**config.mk**
```make
export PLATFORM = sky130hd
export DESIGN_NAME = branch_checkpoint_buffer_flat
export DESIGN_NICKNAME = d
export VERILOG_FILES = /design/src/rtl/branch_checkpoint_buffer_pkg.sv /design/src/rtl/branch_checkpoint_buffer_popcount.sv /design/src/rtl/branch_checkpoint_buffer.sv /design/src/flat_wrapper.sv
export SDC_FILE = /design/constraint.sdc
export NUM_CORES = 1
export LEC_CHECK = 0
export ABC_CLOCK_PERIOD_IN_PS = 5800
export CORE_AREA = 5 5 420 422
export CTS_BUF_LIST = sky130_fd_sc_hd__clkbuf_4 sky130_fd_sc_hd__clkbuf_8
export CTS_CLUSTER_DIAMETER = 200
export DETAILED_ROUTE_END_ITERATION = 7
export DIE_AREA = 0 0 425 427
export DONT_BUFFER_PORTS = 1
export PLACE_DENSITY = 0.32
export SYNTH_ARGS = -nofsm -noshare
export SYNTH_HDL_FRONTEND = slang
export SYNTH_SLANG_ARGS = --single-unit
export TNS_END_PERCENT = 20
```
**constraint.sdc**
```tcl
create_clock -name clk -period 5.8 [get_ports clk]
set_input_delay 0.58 -clock clk [delete_from_list [all_inputs] [get_ports clk]]
set_output_delay 0.58 -clock clk [all_outputs]
set_load 0.005 [all_outputs]
```
**src/rtl/branch_checkpoint_buffer_pkg.sv**
```systemverilog
// Shared pipeline constants, pointer helpers and the branch-state interface
// carried from the checkpoint buffer to the misprediction handler.
package branch_checkpoint_buffer_pkg;
  localparam int BRANCH_NUM             = 4;
  localparam int BRANCH_NUM_INDEX       = 2;
  localparam int ACTIVE_LIST_SIZE_INDEX = 5;
  localparam int PHYS_REG_NUM_INDEX     = 6;
  localparam int REG_NUM                = 32;
  localparam int GHR_LEN                = 8;

  typedef logic [BRANCH_NUM_INDEX-1:0] slot_ptr_t;

  function automatic slot_ptr_t ptr_inc(input slot_ptr_t p);
    return (p == slot_ptr_t'(BRANCH_NUM - 1)) ? '0 : p + slot_ptr_t'(1);
  endfunction

  function automatic slot_ptr_t ptr_dec(input slot_ptr_t p);
    return (p == '0) ? slot_ptr_t'(BRANCH_NUM - 1) : p - slot_ptr_t'(1);
  endfunction
endpackage

interface branch_state_ifc;
  import branch_checkpoint_buffer_pkg::*;

  logic [BRANCH_NUM-1:0]                                      valid;
  logic [BRANCH_NUM-1:0][ACTIVE_LIST_SIZE_INDEX-1:0]          branch_id;
  logic [BRANCH_NUM-1:0][PHYS_REG_NUM_INDEX-1:0]              free_head_pointer;
  logic [BRANCH_NUM-1:0][GHR_LEN-1:0]                         ghr;
  logic [BRANCH_NUM-1:0][REG_NUM-1:0][PHYS_REG_NUM_INDEX-1:0] rename_buffer;
  logic [BRANCH_NUM-1:0]                                      ds_valid;
  logic [BRANCH_NUM_INDEX-1:0]                                write_pointer;

  modport out (output valid, branch_id, free_head_pointer, ghr, rename_buffer,
               ds_valid, write_pointer);
  modport in  (input  valid, branch_id, free_head_pointer, ghr, rename_buffer,
               ds_valid, write_pointer);
endinterface

```
**src/rtl/branch_checkpoint_buffer_popcount.sv**
```systemverilog
// Population count of a bit vector; used for checkpoint occupancy.
module branch_checkpoint_buffer_popcount #(
  parameter int WIDTH = 4,
  parameter int CNT_W = 3
) (
  input  logic [WIDTH-1:0] bits,
  output logic [CNT_W-1:0] count
);
  always_comb begin
    count = '0;
    for (int i = 0; i < WIDTH; i++) count = count + CNT_W'(bits[i]);
  end
endmodule

```
**src/rtl/branch_checkpoint_buffer.sv**
```systemverilog
// Circular buffer of branch checkpoints (rename map, free-list head, GHR),
// allocated at rename, released on correct resolve, rewound on recovery.
module branch_checkpoint_buffer
  import branch_checkpoint_buffer_pkg::*;
(
  input  logic                                      clk,
  input  logic                                      rst_n,
  input  logic                                      alloc_valid,
  output logic                                      alloc_ready,
  input  logic [ACTIVE_LIST_SIZE_INDEX-1:0]         alloc_branch_id,
  input  logic [PHYS_REG_NUM_INDEX-1:0]             alloc_free_head,
  input  logic [GHR_LEN-1:0]                        alloc_ghr,
  input  logic [REG_NUM-1:0][PHYS_REG_NUM_INDEX-1:0] alloc_rename_buffer,
  input  logic                                      ds_renamed,
  input  logic                                      resolve_valid,
  input  logic [ACTIVE_LIST_SIZE_INDEX-1:0]         resolve_branch_id,
  input  logic                                      recover_valid,
  input  logic [BRANCH_NUM-1:0]                     recover_valid_mask,
  input  logic [BRANCH_NUM_INDEX-1:0]               recover_write_pointer,
  branch_state_ifc.out                              curr_branch_state,
  output logic [BRANCH_NUM_INDEX:0]                 occupancy
);
  logic [BRANCH_NUM-1:0]                                      valid_q, valid_d;
  logic [BRANCH_NUM-1:0]                                      ds_q, ds_d;
  slot_ptr_t                                                  wp_q, wp_d;
  logic [BRANCH_NUM-1:0][ACTIVE_LIST_SIZE_INDEX-1:0]          id_q;
  logic [BRANCH_NUM-1:0][PHYS_REG_NUM_INDEX-1:0]              head_q;
  logic [BRANCH_NUM-1:0][GHR_LEN-1:0]                         ghr_q;
  logic [BRANCH_NUM-1:0][REG_NUM-1:0][PHYS_REG_NUM_INDEX-1:0] map_q;
  logic                                                       alloc_fire;
  slot_ptr_t                                                  prev_ptr;

  // Readiness comes from registered state only, so no input reaches it.
  assign alloc_ready = ~valid_q[wp_q];
  assign alloc_fire  = alloc_valid & alloc_ready & ~recover_valid;
  assign prev_ptr    = ptr_dec(wp_q);

  always_comb begin
    // NOTE: every output gets a default first so no path can infer a latch.
    valid_d = valid_q;
    ds_d    = ds_q;
    wp_d    = wp_q;
    if (recover_valid) begin
      valid_d = recover_valid_mask;
      wp_d    = recover_write_pointer;
    end else begin
      if (resolve_valid)
        for (int i = 0; i < BRANCH_NUM; i++)
          if (valid_q[i] && id_q[i] == resolve_branch_id) valid_d[i] = 1'b0;
      // Delay slot belongs to the older branch, applied before this alloc.
      if (ds_renamed && valid_q[prev_ptr]) ds_d[prev_ptr] = 1'b1;
      if (alloc_fire) begin
        valid_d[wp_q] = 1'b1;
        ds_d[wp_q]    = 1'b0;
        wp_d          = ptr_inc(wp_q);
      end
    end
  end

  // NOTE: sequential state uses non-blocking assignments only.
  always_ff @(posedge clk) begin
    if (!rst_n) begin
      valid_q <= '0;
      ds_q    <= '0;
      wp_q    <= '0;
    end else begin
      valid_q <= valid_d;
      ds_q    <= ds_d;
      wp_q    <= wp_d;
    end
  end

  // NOTE: snapshot storage is not reset; it is only meaningful while valid.
  always_ff @(posedge clk) begin
    if (alloc_fire) begin
      id_q[wp_q]   <= alloc_branch_id;
      head_q[wp_q] <= alloc_free_head;
      ghr_q[wp_q]  <= alloc_ghr;
      map_q[wp_q]  <= alloc_rename_buffer;
    end
  end

  assign curr_branch_state.valid             = valid_q;
  assign curr_branch_state.branch_id         = id_q;
  assign curr_branch_state.free_head_pointer = head_q;
  assign curr_branch_state.ghr               = ghr_q;
  assign curr_branch_state.rename_buffer     = map_q;
  assign curr_branch_state.ds_valid          = ds_q;
  assign curr_branch_state.write_pointer     = wp_q;

  branch_checkpoint_buffer_popcount #(
    .WIDTH (BRANCH_NUM),
    .CNT_W (BRANCH_NUM_INDEX + 1)
  ) u_popcount (
    .bits  (valid_q),
    .count (occupancy)
  );
endmodule

```
**src/flat_wrapper.sv**
```systemverilog
// flat-port wrapper written by rule: the top's interface ports become plain ports
module branch_checkpoint_buffer_flat import branch_checkpoint_buffer_pkg::*;
  (clk, rst_n, alloc_valid, alloc_ready, alloc_branch_id, alloc_free_head, alloc_ghr, alloc_rename_buffer, ds_renamed, resolve_valid, resolve_branch_id, recover_valid, recover_valid_mask, recover_write_pointer, occupancy, curr_branch_state_valid, curr_branch_state_branch_id, curr_branch_state_free_head_pointer, curr_branch_state_ghr, curr_branch_state_rename_buffer, curr_branch_state_ds_valid, curr_branch_state_write_pointer);
  branch_state_ifc curr_branch_state_i ();
  input  logic clk;
  input  logic rst_n;
  input  logic alloc_valid;
  output logic alloc_ready;
  input  logic [ACTIVE_LIST_SIZE_INDEX-1:0] alloc_branch_id;
  input  logic [PHYS_REG_NUM_INDEX-1:0] alloc_free_head;
  input  logic [GHR_LEN-1:0] alloc_ghr;
  input  logic [REG_NUM-1:0][PHYS_REG_NUM_INDEX-1:0] alloc_rename_buffer;
  input  logic ds_renamed;
  input  logic resolve_valid;
  input  logic [ACTIVE_LIST_SIZE_INDEX-1:0] resolve_branch_id;
  input  logic recover_valid;
  input  logic [BRANCH_NUM-1:0] recover_valid_mask;
  input  logic [BRANCH_NUM_INDEX-1:0] recover_write_pointer;
  output logic [BRANCH_NUM_INDEX:0] occupancy;
  output wire logic [$bits(curr_branch_state_i.valid)-1:0] curr_branch_state_valid;
  output wire logic [$bits(curr_branch_state_i.branch_id)-1:0] curr_branch_state_branch_id;
  output wire logic [$bits(curr_branch_state_i.free_head_pointer)-1:0] curr_branch_state_free_head_pointer;
  output wire logic [$bits(curr_branch_state_i.ghr)-1:0] curr_branch_state_ghr;
  output wire logic [$bits(curr_branch_state_i.rename_buffer)-1:0] curr_branch_state_rename_buffer;
  output wire logic [$bits(curr_branch_state_i.ds_valid)-1:0] curr_branch_state_ds_valid;
  output wire logic [$bits(curr_branch_state_i.write_pointer)-1:0] curr_branch_state_write_pointer;
  assign curr_branch_state_valid = curr_branch_state_i.valid;
  assign curr_branch_state_branch_id = curr_branch_state_i.branch_id;
  assign curr_branch_state_free_head_pointer = curr_branch_state_i.free_head_pointer;
  assign curr_branch_state_ghr = curr_branch_state_i.ghr;
  assign curr_branch_state_rename_buffer = curr_branch_state_i.rename_buffer;
  assign curr_branch_state_ds_valid = curr_branch_state_i.ds_valid;
  assign curr_branch_state_write_pointer = curr_branch_state_i.write_pointer;
  branch_checkpoint_buffer u_core (.clk(clk), .rst_n(rst_n), .alloc_valid(alloc_valid), .alloc_ready(alloc_ready), .alloc_branch_id(alloc_branch_id), .alloc_free_head(alloc_free_head), .alloc_ghr(alloc_ghr), .alloc_rename_buffer(alloc_rename_buffer), .ds_renamed(ds_renamed), .resolve_valid(resolve_valid), .resolve_branch_id(resolve_branch_id), .recover_valid(recover_valid), .recover_valid_mask(recover_valid_mask), .recover_write_pointer(recover_write_pointer), .curr_branch_state(curr_branch_state_i), .occupancy(occupancy));
endmodule
```
* After elaboration in Yosys (flattened, before gate mapping)
Index checks and enable logic that the tools add are counted.
Storage, ports and cells: register bits 854, output and inout bits 858, bits of input ports 228
Cells by class: add/subtract/negate cells 5, magnitude comparators 4, reductions and logical operators 9, equal/unequal tests 5, bitwise gates (word level) 8, muxes and demuxes 35
Operators by type and width (count):
- 768-bit bitwise mux | 1
- 192-bit demux with 2-bit select | 1
- 192-bit two-way mux | 1
- 32-bit bitwise mux | 1
- 4-bit two-way mux | 7
- 24-bit bitwise mux | 1
- 20-bit bitwise mux | 1
- 5-bit == test | 4
- 8-bit demux with 2-bit select | 1
- 6-bit demux with 2-bit select | 1
- 5-bit demux with 2-bit select | 1
- 1-bit two-way mux | 8
- 2-bit two-way mux | 4
- 8-bit two-way mux | 1
- 4-bit bitwise OR | 2
- 1-bit logical AND | 7
- 2-bit by 3-bit less-than comparator with 1-bit output, second input constant | 2
- 6-bit two-way mux | 1
- 5-bit two-way mux | 1
- 4-bit AND | 1
- 1-bit binary-select mux with 2-bit select | 2
- 1-bit demux with 2-bit select | 2
- 2-bit by 1-bit >= comparator with 1-bit output, second input constant | 2
- 4-bit NOT | 1
- 10 further kinds | 12

* Longest topological paths before layout
Gate-level depths: netlist of the first run.
word-level depth 11, mapped depth 7, depth with buffers taken out 6

* Modules after synthesis
A second synthesis of the first run with hierarchy kept.
Unflattened totals: cell total of the unflattened synthesis 947, area total of the unflattened synthesis 26286.5 µm²
By module, submodules not included:
- branch_checkpoint_buffer | cells each 939, area an instance 26222.6 µm², times used 1
- branch_checkpoint_buffer_popcount | cells each 8, area an instance 63.8 µm², times used 1

* Worst setup path before layout of the first run
Ideal clock, no wire load.
path kind register to register, from register u_core.wp_q[1], in the netlist u_core.curr_branch_state.write_pointer[1], to register u_core.id_q (netlist bit u_core.curr_branch_state.branch_id[0]), enable pin, setup slack 1529 ps, data arrival time 3788 ps, path buffers 0, clock period less this slack 4271 ps, stages on the path, launching flop included 4, cells stage by stage dfxtp_1 mux4_2 nor3b_2 and2_2
On the way: cells in the longest elaborated chain, start to end 5
Ends and longest elaborated chain:
- start, declared | RTL line branch_checkpoint_buffer.sv:25 | slot_ptr_t wp_q, wp_d;
- start signal, assigned | RTL line branch_checkpoint_buffer.sv:69 | wp_q <= wp_d;
- 1-bit binary-select mux with 2-bit select | RTL line branch_checkpoint_buffer.sv:34 | assign alloc_ready = ~valid_q[wp_q];
- 1-bit two-way mux (implied by the code) | RTL line branch_checkpoint_buffer.sv:34
- 1-bit NOT | RTL line branch_checkpoint_buffer.sv:34
- 1-bit AND (2 in series) | RTL line branch_checkpoint_buffer.sv:35 | assign alloc_fire = alloc_valid & alloc_ready & ~recover_valid;
- end signal, assigned by index | RTL line branch_checkpoint_buffer.sv:76 | id_q[wp_q] <= alloc_branch_id;
- end, declared | RTL line branch_checkpoint_buffer.sv:26 | logic [BRANCH_NUM-1:0][ACTIVE_LIST_SIZE_INDEX-1:0] id_q;
No other way between the ends. The select of a mux whose other input is x is not followed. A chain may end at the register's enable or synchronous reset.

* Final worst setup path of the first run
from register u_core.wp_q[1], in the netlist u_core.curr_branch_state.write_pointer[1], to register u_core.map_q (netlist bit u_core.curr_branch_state.rename_buffer[473]), enable pin
On the way: cells in the longest elaborated chain, start to end 5
Ends and longest elaborated chain:
- 1-bit binary-select mux with 2-bit select | RTL line branch_checkpoint_buffer.sv:34
- 1-bit two-way mux (implied by the code) | RTL line branch_checkpoint_buffer.sv:34
- 1-bit NOT | RTL line branch_checkpoint_buffer.sv:34
- 1-bit AND (2 in series) | RTL line branch_checkpoint_buffer.sv:35
- end signal, assigned by index | RTL line branch_checkpoint_buffer.sv:79 | map_q[wp_q] <= alloc_rename_buffer;
- end, declared | RTL line branch_checkpoint_buffer.sv:29 | logic [BRANCH_NUM-1:0][REG_NUM-1:0][PHYS_REG_NUM_INDEX-1:0] map_q;
No other way between the ends. The select of a mux whose other input is x is not followed.

==> report_table.html, run 1 <==
<table>
<tr><th>Metric</th><th>Value</th></tr>
<tr><th colspan="2">Synthesis</th></tr>
<tr><td>Area share of the largest cell type after synthesis</td><td>96.6%</td></tr>
<tr><td>Synth Instances</td><td>939</td></tr>
<tr><td>Avg Cell Area, Syn</td><td>27.9 um^2</td></tr>
<tr><td>Portion of the post-synthesis area used by sequential elements</td><td>97.4%</td></tr>
<tr><td>Count of different cell masters after synthesis</td><td>25</td></tr>
<tr><td>Synth area leaders</td><td>edfxtp_1 97%, dfxtp_1 0.76%, xor2_1 0.53%</td></tr>
<tr><td>Number of flops mapped to enable cells by yosys</td><td>844</td></tr>
<tr><td>Total standard cell area after synthesis</td><td>26,200 um^2</td></tr>
<tr><td>Count of warnings emitted by yosys</td><td>0</td></tr>
<tr><td>Flip-flop and latch count after synthesis</td><td>854</td></tr>
<tr><td>Synthesized netlist net count</td><td>1,177</td></tr>
<tr><td>Area leader, netlist</td><td>edfxtp_1</td></tr>
<tr><td>Top_reg_cell synth</td><td>edfxtp_1</td></tr>
<tr><td>Fraction of registers with async set/reset</td><td>0%</td></tr>
<tr><th colspan="2">Placement</th></tr>
<tr><td>HPWL after DPL</td><td>69,600 um</td></tr>
<tr><td>Number of port buffers</td><td>0</td></tr>
<tr><td>Cell count after placement</td><td>3,280</td></tr>
<tr><td>Weighted congestion at the end of routability-driven global placement</td><td>0.803</td></tr>
<tr><th colspan="2">Timing</th></tr>
<tr><td>Layout Skew</td><td>31.9 ps</td></tr>
<tr><td>Min Clock Period, post-route</td><td>3110 ps</td></tr>
<tr><td>Highest clock rate</td><td>322 MHz</td></tr>
<tr><td>Number of endpoints failing setup at the final stage</td><td>0</td></tr>
<tr><td>Tcrit/Tclk final</td><td>53.6%</td></tr>
<tr><td>Final-layout setup total negative slack</td><td>0 ps</td></tr>
<tr><td>Final count of hold timing violations</td><td>0</td></tr>
<tr><td>Worst-Margin Slew</td><td>994 ps</td></tr>
<tr><td>Relative slew margins</td><td>33.7%</td></tr>
<tr><td>Unrepaired setup endpoints after global routing</td><td>false</td></tr>
<tr><td>Worst slack on hold paths</td><td>293 ps</td></tr>
<tr><td>Slew Limit Fails</td><td>0</td></tr>
<tr><th colspan="2">Die</th></tr>
<tr><td>Die Span Y</td><td>427 um</td></tr>
<tr><td>Std-Cell Rows</td><td>153</td></tr>
<tr><td>Number of placed I/O pins</td><td>1,086</td></tr>
<tr><td>Die footprint</td><td>181,000 um^2</td></tr>
<tr><td>Core region area</td><td>173,000 um^2</td></tr>
<tr><td>Chip Width</td><td>425 um</td></tr>
<tr><td>Starting density of the core</td><td>15.2%</td></tr>
<tr><th colspan="2">Clock tree</th></tr>
<tr><td>Clock tree sinks</td><td>854</td></tr>
<tr><td>Number of buffers created by CTS</td><td>151</td></tr>
<tr><td>Maximum level of the CTS H-tree</td><td>4</td></tr>
<tr><td>Clock tree from TritonCTS</td><td>done</td></tr>
<tr><td>PostCTS Resize Cnt</td><td>0</td></tr>
<tr><td>Worst-case clock buffer depth</td><td>3</td></tr>
<tr><td>Number of buffers inserted to repair setup after CTS</td><td>0</td></tr>
<tr><td>Clock Tree Root</td><td>clkbuf_8</td></tr>
<tr><td>Clock Pin Slew Worst Setup and Hold Paths</td><td>60 ps</td></tr>
<tr><td>Latest clock arrival within the worst-skew pair</td><td>890 ps</td></tr>
<tr><th colspan="2">Route</th></tr>
<tr><td>Post-route ant nets</td><td>0</td></tr>
<tr><td>Number of vias in the routed layout</td><td>11,700</td></tr>
<tr><td>Detail-routed via count per cell</td><td>3.08</td></tr>
<tr><td>DRC errors left</td><td>0</td></tr>
<tr><td>Count of TritonRoute iterations in the first routing pass</td><td>4</td></tr>
<tr><td>Detailed Route WL</td><td>98,500 um</td></tr>
<tr><td>Routed length per instance</td><td>26.0 um</td></tr>
<tr><td>Detailed router's first-iteration violation count</td><td>800</td></tr>
<tr><th colspan="2">Cells and area</th></tr>
<tr><td>Synthesis-to-layout area growth</td><td>32.2%</td></tr>
<tr><td>Final standard cell count with taps included and fillers excluded</td><td>3,789</td></tr>
<tr><td>Proportion of layout cells with a drive suffix above 1</td><td>18.4%</td></tr>
<tr><td>Fillcell total</td><td>18,200</td></tr>
<tr><td>Commonest cells after routing, fill and taps aside</td><td>844 x edfxtp_1, 225 x dlygate4sd3_1, 154 x clkbuf_8</td></tr>
<tr><td>Most common library cell in the layout ignoring fill and taps</td><td>edfxtp_1</td></tr>
<tr><td>Final nets</td><td>1,571</td></tr>
<tr><th colspan="2">Power and ir drop</th></tr>
<tr><td>PD cells</td><td>378 nW/um^2</td></tr>
<tr><td>Static Leakage</td><td>0.0107 uW</td></tr>
<tr><td>Total chip power</td><td>13,100 uW</td></tr>
<tr><td>Maximum vdd ir drop</td><td>0.204 mV</td></tr>
<tr><th colspan="2">Global routing</th></tr>
<tr><td>Maximum number of pins on one net before global-route repair</td><td>96</td></tr>
<tr><td>Global-route wire length before repair</td><td>123,000 um</td></tr>
<tr><td>Aggregate global-route resource usage</td><td>10.1%</td></tr>
<tr><td>Number of global-route vias before repair</td><td>12,500</td></tr>
<tr><td>Initial antenna violation count</td><td>21</td></tr>
<tr><td>Total gr overflow</td><td>0</td></tr>
<tr><th colspan="2">Min path</th></tr>
<tr><td>Worst-case hold path end point</td><td>u_core.curr_branch_state.rename_buffer[144]$_DFFE_PP_</td></tr>
<tr><td>HP Start</td><td>alloc_valid</td></tr>
<tr><td>Hold path depth</td><td>2</td></tr>
<tr><td>Worst hold path type</td><td>primary input to flip-flop</td></tr>
<tr><th colspan="2">Run</th></tr>
<tr><td>Max capacitance violation total</td><td>0</td></tr>
<tr><th colspan="2">Worst setup path</th></tr>
<tr><td>Critical Path End Type</td><td>flip-flop</td></tr>
<tr><td>Reg-to-reg endpoint</td><td>u_core.curr_branch_state.rename_buffer[473]$_DFFE_PP_</td></tr>
<tr><td>FF-to-FF Start</td><td>u_core.curr_branch_state.write_pointer[1]$_SDFFE_PN0P_</td></tr>
<tr><td>Arrival @ worst endpoint</td><td>3620 ps</td></tr>
<tr><td>Setup Crit Path Kind</td><td>flip-flop to flip-flop</td></tr>
<tr><td>Worst-case register-to-register setup slack</td><td>2690 ps</td></tr>
<tr><td>Required time worst endpoint</td><td>6310 ps</td></tr>
<tr><td>R2R depth</td><td>4</td></tr>
<tr><td>Largest fanout on the critical path</td><td>55</td></tr>
<tr><td>Kind of launch point of the worst setup path</td><td>flip-flop</td></tr>
<tr><th colspan="2">Run status</th></tr>
<tr><td>Outcome</td><td>complete, no violations</td></tr>
</table>
## metal layers
layer / up-vias / track usage (%) / wire [um]
met5: - / 0.108 / 49
met4: 6 / 4.51 / 4000
met3: 210 / 4.99 / 9570
met2: 734 / 17.8 / 51300
met1: 6059 / 10.1 / 33600
li1: 4659 / - / -
## critical path: stages, from the launching register on
cell and delay [ps]:
dfxtp_1 500, mux4_2 590, nor3b_2 290, and2_4 850, buf_12 400
## flip-flops by register name, indices dropped and copies added, names as in the netlist
register,cells
u_core.curr_branch_state.valid,4
u_core.curr_branch_state.write_pointer,2
u_core.curr_branch_state.rename_buffer,768
u_core.curr_branch_state.ghr,32
u_core.curr_branch_state.ds_valid,4
u_core.curr_branch_state.branch_id,20
u_core.curr_branch_state.free_head_pointer,24
## power breakdown
| part | switching, uW | internal (uW) | leakage, uW |
|---|---|---|---|
| clock network | 2590 | 3060 | 0.00157 |
| registers | 115 | 6970 | 0.00773 |
| logic | 256 | 137 | 0.00136 |
| total | 2960 | 10200 | 0.0107 |
## layout make-up
cell class | count | area (um^2) | area share [%]
clock buffer | 184 | 2340 | 6.76
inverter | 10 | 37.5 | 0.108
antenna | 13 | 32.5 | 0.0938
multi-input combinational | 72 | 646 | 1.86
clock inverter | 87 | 682 | 1.97
timing repair buffer | 244 | 2490 | 7.19
tap | 2325 | 2910 | 8.39
sequential | 854 | 25500 | 73.6
## cells in the mapped netlist, drive strengths merged (4+ instances only)
library cell,count
edfxtp,844
ha,9
nor3b,5
dfxtp,10
nor4,4
o31a,4
a311oi,4
a21oi,6
xor2,16
inv,10
and2,8
xnor2,4
## what timing repair did
action                                  CTS  global route
hold endpoints to repair                861             0
endpoints found under the setup margin    0             0
hold buffers                            225             0
## kinds of logic after synthesis
family / after synthesis / synth area share [%]
flops: 854 / 97.4
simple gates: 21 / 0.553
xor+xnor: 20 / 0.668
compound gates: 17 / 0.467
buf+inv: 13 / 0.191
fa+ha+maj: 10 / 0.506
mux: 4 / 0.248
## worst max path at each step
stage | start | endpoint | slack (ps) | cells after the start
2_1_floorplan | u_core.curr_branch_state.write_pointer[1]$_SDFFE_PN0P_ | u_core.curr_branch_state.branch_id[0]$_DFFE_PP_ | 1530 | 3
3_3_place_gp | u_core.curr_branch_state.write_pointer[1]$_SDFFE_PN0P_ | u_core.curr_branch_state.rename_buffer[486]$_DFFE_PP_ | 2650 | 4
3_5_place_dp | u_core.curr_branch_state.write_pointer[1]$_SDFFE_PN0P_ | u_core.curr_branch_state.rename_buffer[486]$_DFFE_PP_ | 2620 | 4
4_1_cts | u_core.curr_branch_state.valid[0]$_SDFF_PN0_ | occupancy[1] | 2540 | 5
5_1_grt | u_core.curr_branch_state.write_pointer[1]$_SDFFE_PN0P_ | u_core.curr_branch_state.rename_buffer[473]$_DFFE_PP_ | 2480 | 4
6_report | u_core.curr_branch_state.write_pointer[1]$_SDFFE_PN0P_ | u_core.curr_branch_state.rename_buffer[473]$_DFFE_PP_ | 2690 | 4
## per-stage QoR
stage	cell area (um^2)	worst slack (ps)	util (%)
CTS	34700	2540	20.1
detailed placement	29400	2620	17.0
global route	34700	2480	20.1
global placement	29400	2650	17.0
finish	34700	2690	20.1
floorplan	26200	1530	-
Power figures use the tool's default switching activity.
==> run 2: changes to the inputs <==
--- a/config.mk
+++ b/config.mk
@@ -5,7 +5,7 @@
 export SDC_FILE = /design/constraint.sdc
 export NUM_CORES = 1
 export LEC_CHECK = 0
-export ABC_CLOCK_PERIOD_IN_PS = 5800
+export ABC_CLOCK_PERIOD_IN_PS = 3200
 export CORE_AREA = 5 5 420 422
 export CTS_BUF_LIST = sky130_fd_sc_hd__clkbuf_4 sky130_fd_sc_hd__clkbuf_8
 export CTS_CLUSTER_DIAMETER = 200
==> constraint.sdc (replaced) <==
create_clock -name clk -period 3.2 [get_ports clk]
set_input_delay 0.32 -clock clk [delete_from_list [all_inputs] [get_ports clk]]
set_output_delay 0.32 -clock clk [all_outputs]
set_load 0.005 [all_outputs]
==> run 2 against run 1 <==
Net effect: flip-flop and latch count did not move; sequential power rose by 81%; cell area rose by 0.98%; first-iteration DRC count rose by 4.5%; via count rose by 1.6%; sequential share of layout area fell by 0.72 points; register-to-register slack got worse by 2300 ps; critical endpoint is now u_core.curr_branch_state.valid[3]$_SDFF_PN0_; cell count rose by 0.58%; critical path depth rose by 3; hold slack got worse by 130 ps; utilization rose by 0.20 points; power rose by 79%.
==> report_table.html, run 2 (synthesized netlist as in run 1, its figures left out) <==
<table>
<tr><th>Metric</th><th>Value</th></tr>
<tr><th colspan="2">Cells and area</th></tr>
<tr><td>Fillcell total</td><td>18,200 (+0.071%)</td></tr>
<tr><td>Commonest cells after routing, fill and taps aside</td><td>844 x edfxtp_1, 230 x dlygate4sd3_1, 147 x clkbuf_8</td></tr>
<tr><td>Final nets</td><td>1,605 (+2.2%)</td></tr>
<tr><td>Most common library cell in the layout ignoring fill and taps</td><td>edfxtp_1</td></tr>
<tr><td>Flip-flop count of the largest register, all copies and words added</td><td>768 (unchanged)</td></tr>
<tr><td>Synthesis-to-layout area growth</td><td>33.5%</td></tr>
<tr><td>Proportion of layout cells with a drive suffix above 1</td><td>19.5% (+1.1 points)</td></tr>
<tr><th colspan="2">Placement</th></tr>
<tr><td>Number of port buffers</td><td>0 (unchanged)</td></tr>
<tr><td>Worst slack at placement</td><td>484 ps (-2140 ps)</td></tr>
<tr><td>Weighted congestion at the end of routability-driven global placement</td><td>0.817 (+1.8%)</td></tr>
<tr><td>HPWL after DPL</td><td>72,600 um (+4.3%)</td></tr>
<tr><th colspan="2">Die</th></tr>
<tr><td>Number of placed I/O pins</td><td>1,086 (unchanged)</td></tr>
<tr><td>Core region area</td><td>173,000 um^2 (unchanged)</td></tr>
<tr><td>Die footprint</td><td>181,000 um^2 (unchanged)</td></tr>
<tr><td>Die Span Y</td><td>427 um (unchanged)</td></tr>
<tr><td>Std-Cell Rows</td><td>153 (unchanged)</td></tr>
<tr><td>Chip Width</td><td>425 um (unchanged)</td></tr>
<tr><td>Starting density of the core</td><td>15.2% (unchanged)</td></tr>
<tr><th colspan="2">Worst setup path</th></tr>
<tr><td>Worst path cell trace</td><td>mux4_2, nor3b_2, and2_4, buf_12, buf_4, o31a_2, dlygate4sd3_1</td></tr>
<tr><td>Arrival @ worst endpoint</td><td>3600 ps (-20 ps)</td></tr>
<tr><td>Slowest library cell on the worst path</td><td>mux4_2</td></tr>
<tr><td>FF-to-FF Start</td><td>u_core.curr_branch_state.write_pointer[1]$_SDFFE_PN0P_</td></tr>
<tr><td>Worst-case register-to-register setup slack</td><td>390 ps (-2300 ps)</td></tr>
<tr><td>Setup Crit Path Kind</td><td>flip-flop to flip-flop</td></tr>
<tr><td>Max incr delay on CP</td><td>610 ps (-240 ps)</td></tr>
<tr><td>Required time worst endpoint</td><td>3990 ps (-2320 ps)</td></tr>
<tr><td>Largest fanout on the critical path</td><td>23 (-58%)</td></tr>
<tr><td>CP Launch Point</td><td>u_core.curr_branch_state.write_pointer[1]$_SDFFE_PN0P_</td></tr>
<tr><td>Kind of launch point of the worst setup path</td><td>flip-flop</td></tr>
<tr><td>Critical Path End Type</td><td>flip-flop</td></tr>
<tr><th colspan="2">Route</th></tr>
<tr><td>Detail-routed via count per cell</td><td>3.11 (+0.97%)</td></tr>
<tr><td>Detailed router's first-iteration violation count</td><td>836 (+4.5%)</td></tr>
<tr><td>Count of TritonRoute iterations in the first routing pass</td><td>5 (+1)</td></tr>
<tr><td>Routed length per instance</td><td>26.1 um (+0.37%)</td></tr>
<tr><td>Post-route ant nets</td><td>0 (unchanged)</td></tr>
<tr><td>Detailed Route WL</td><td>99,500 um (+0.95%)</td></tr>
<tr><td>Number of vias in the routed layout</td><td>11,800 (+1.6%)</td></tr>
<tr><td>DRC errors left</td><td>0 (unchanged)</td></tr>
<tr><th colspan="2">Clock tree</th></tr>
<tr><td>Clock tree sinks</td><td>854 (unchanged)</td></tr>
<tr><td>Clock tree from TritonCTS</td><td>done</td></tr>
<tr><td>Latest clock arrival within the worst-skew pair</td><td>870 ps (-20 ps)</td></tr>
<tr><td>Worst-case clock buffer depth</td><td>3 (unchanged)</td></tr>
<tr><td>Clock Pin Slew Worst Setup and Hold Paths</td><td>60 ps (about the same)</td></tr>
<tr><td>Maximum level of the CTS H-tree</td><td>4 (unchanged)</td></tr>
<tr><td>Clock Tree Root</td><td>clkbuf_8</td></tr>
<tr><td>Number of buffers created by CTS</td><td>147 (-2.6%)</td></tr>
<tr><td>PostCTS Resize Cnt</td><td>0 (unchanged)</td></tr>
<tr><th colspan="2">Power and ir drop</th></tr>
<tr><td>Switching share of total power</td><td>22.6% (+0.053 points)</td></tr>
<tr><td>Static Leakage</td><td>0.0108 uW (+1.6%)</td></tr>
<tr><td>PD cells</td><td>672 nW/um^2 (+78%)</td></tr>
<tr><td>Internal Pwr Total</td><td>18,200 uW (+79%)</td></tr>
<tr><td>Maximum vdd ir drop</td><td>0.334 mV (+63%)</td></tr>
<tr><td>Part of the power in registers</td><td>54.5% (+0.5 points)</td></tr>
<tr><td>Switching power of the nets</td><td>5330 uW (+80%)</td></tr>
<tr><td>Gate power share</td><td>3.3% (+0.3 points)</td></tr>
<tr><td>Relative contribution of the clock network to total power</td><td>42.3% (-0.7 points)</td></tr>
<tr><th colspan="2">Timing</th></tr>
<tr><td>Slew Limit Fails</td><td>0 (unchanged)</td></tr>
<tr><td>Min Clock Period, post-route</td><td>2810 ps (-295 ps)</td></tr>
<tr><td>Highest clock rate</td><td>355 MHz (+10%)</td></tr>
<tr><td>Least setup slack across all paths after layout</td><td>386 ps (-2300 ps)</td></tr>
<tr><td>Final count of hold timing violations</td><td>0 (unchanged)</td></tr>
<tr><td>Relative slew margins</td><td>35.0% (+1.3 points)</td></tr>
<tr><td>Unrepaired setup endpoints after global routing</td><td>false</td></tr>
<tr><td>Worst-Margin Slew</td><td>966 ps (-28.3 ps)</td></tr>
<tr><td>Worst slack on hold paths</td><td>168 ps (-125 ps)</td></tr>
<tr><td>Tcrit/Tclk final</td><td>87.9% (+34 points)</td></tr>
<tr><td>Final-layout setup total negative slack</td><td>0 ps (unchanged)</td></tr>
<tr><td>Number of endpoints failing setup at the final stage</td><td>0 (unchanged)</td></tr>
<tr><td>Layout Skew</td><td>32.0 ps (+0.0885 ps)</td></tr>
<tr><th colspan="2">Global routing</th></tr>
<tr><td>Number of global-route vias before repair</td><td>12,400 (-0.65%)</td></tr>
<tr><td>Aggregate global-route resource usage</td><td>10.2% (+0.078 points)</td></tr>
<tr><td>Maximum number of pins on one net before global-route repair</td><td>59 (-39%)</td></tr>
<tr><td>Total gr overflow</td><td>0 (unchanged)</td></tr>
<tr><td>Global-route wire length before repair</td><td>124,000 um (+1.1%)</td></tr>
<tr><td>Initial antenna violation count</td><td>17 (-19%)</td></tr>
<tr><th colspan="2">Min path</th></tr>
<tr><td>HP Start</td><td>alloc_rename_buffer[2]</td></tr>
<tr><td>Worst hold path type</td><td>primary input to flip-flop</td></tr>
<tr><th colspan="2">Run status</th></tr>
<tr><td>Outcome</td><td>complete, no violations</td></tr>
<tr><th colspan="2">Run</th></tr>
<tr><td>Max capacitance violation total</td><td>0 (unchanged)</td></tr>
</table>
==> run 2: timing repair <==
action,4_1_cts,5_1_grt
hold endpoints to repair,966,0
buffers inserted,0,0
hold buffers,230,0
==> run 2: cell type report <==
cell class / instances / area [um^2] / share of cell area [%]
flip-flops and latches: 854 / 25500 / 72.9
repair buffers: 282 / 2940 / 8.40
well taps: 2325 / 2910 / 8.30
clock buffers: 180 / 2270 / 6.48
multi-input cells: 72 / 658 / 1.88
clock inverters: 75 / 636 / 1.81
inverters: 10 / 37.5 / 0.107
diodes: 13 / 32.5 / 0.0929
==> run 2: critical path: cells and delay by family, from the launching register on <==
kind	cells	cell delay, ps
flip-flops	1	510
AO/OA/AOI/OAI	1	130
AND/OR/NAND/NOR	2	590
buffers and inverters	3	910
multiplexers	1	610
==> run 2: through the flow <==
stage | utilization (%) | total power [uW] | std cells | area [um^2]
CTS | 20.3 | 24000 | 3798 | 35000
global route | 20.3 | 24500 | 3803 | 35000
detailed placement | 17.3 | 13400 | 3313 | 29800
finish | 20.3 | 23500 | 3811 | 35000
global placement | 17.3 | 13400 | 3313 | 29800
floorplan | - | 13100 | 939 | 26200
==> run 2: power groups by stage <==
stage	logic [uW]	registers (uW)	clock network (uW)
floorplan	162	13000	0
global placement	327	13100	0
detailed placement	333	13100	0
CTS	787	12900	10400
global route	814	12800	10900
finish	768	12800	9950
==> run 2: metal layers <==
layer	vias to the layer above	global-route usage (%)	wire length (um)
met5	-	0	27
met1	6269	10.2	33600
met4	4	3.37	1780
met3	133	5.09	9950
met2	722	18.5	54100
li1	4721	-	-
==> run 2: worst paths after layout <==
path / endpoint / cells after the start
worst min-delay path: u_core.curr_branch_state.rename_buffer[2]$_DFFE_PP_ / 1
worst max-delay path: u_core.curr_branch_state.valid[3]$_SDFF_PN0_ / 7
worst max register to register: u_core.curr_branch_state.valid[3]$_SDFF_PN0_ / 7
worst min register to register: u_core.curr_branch_state.ds_valid[0]$_SDFFE_PN0N_ / 2
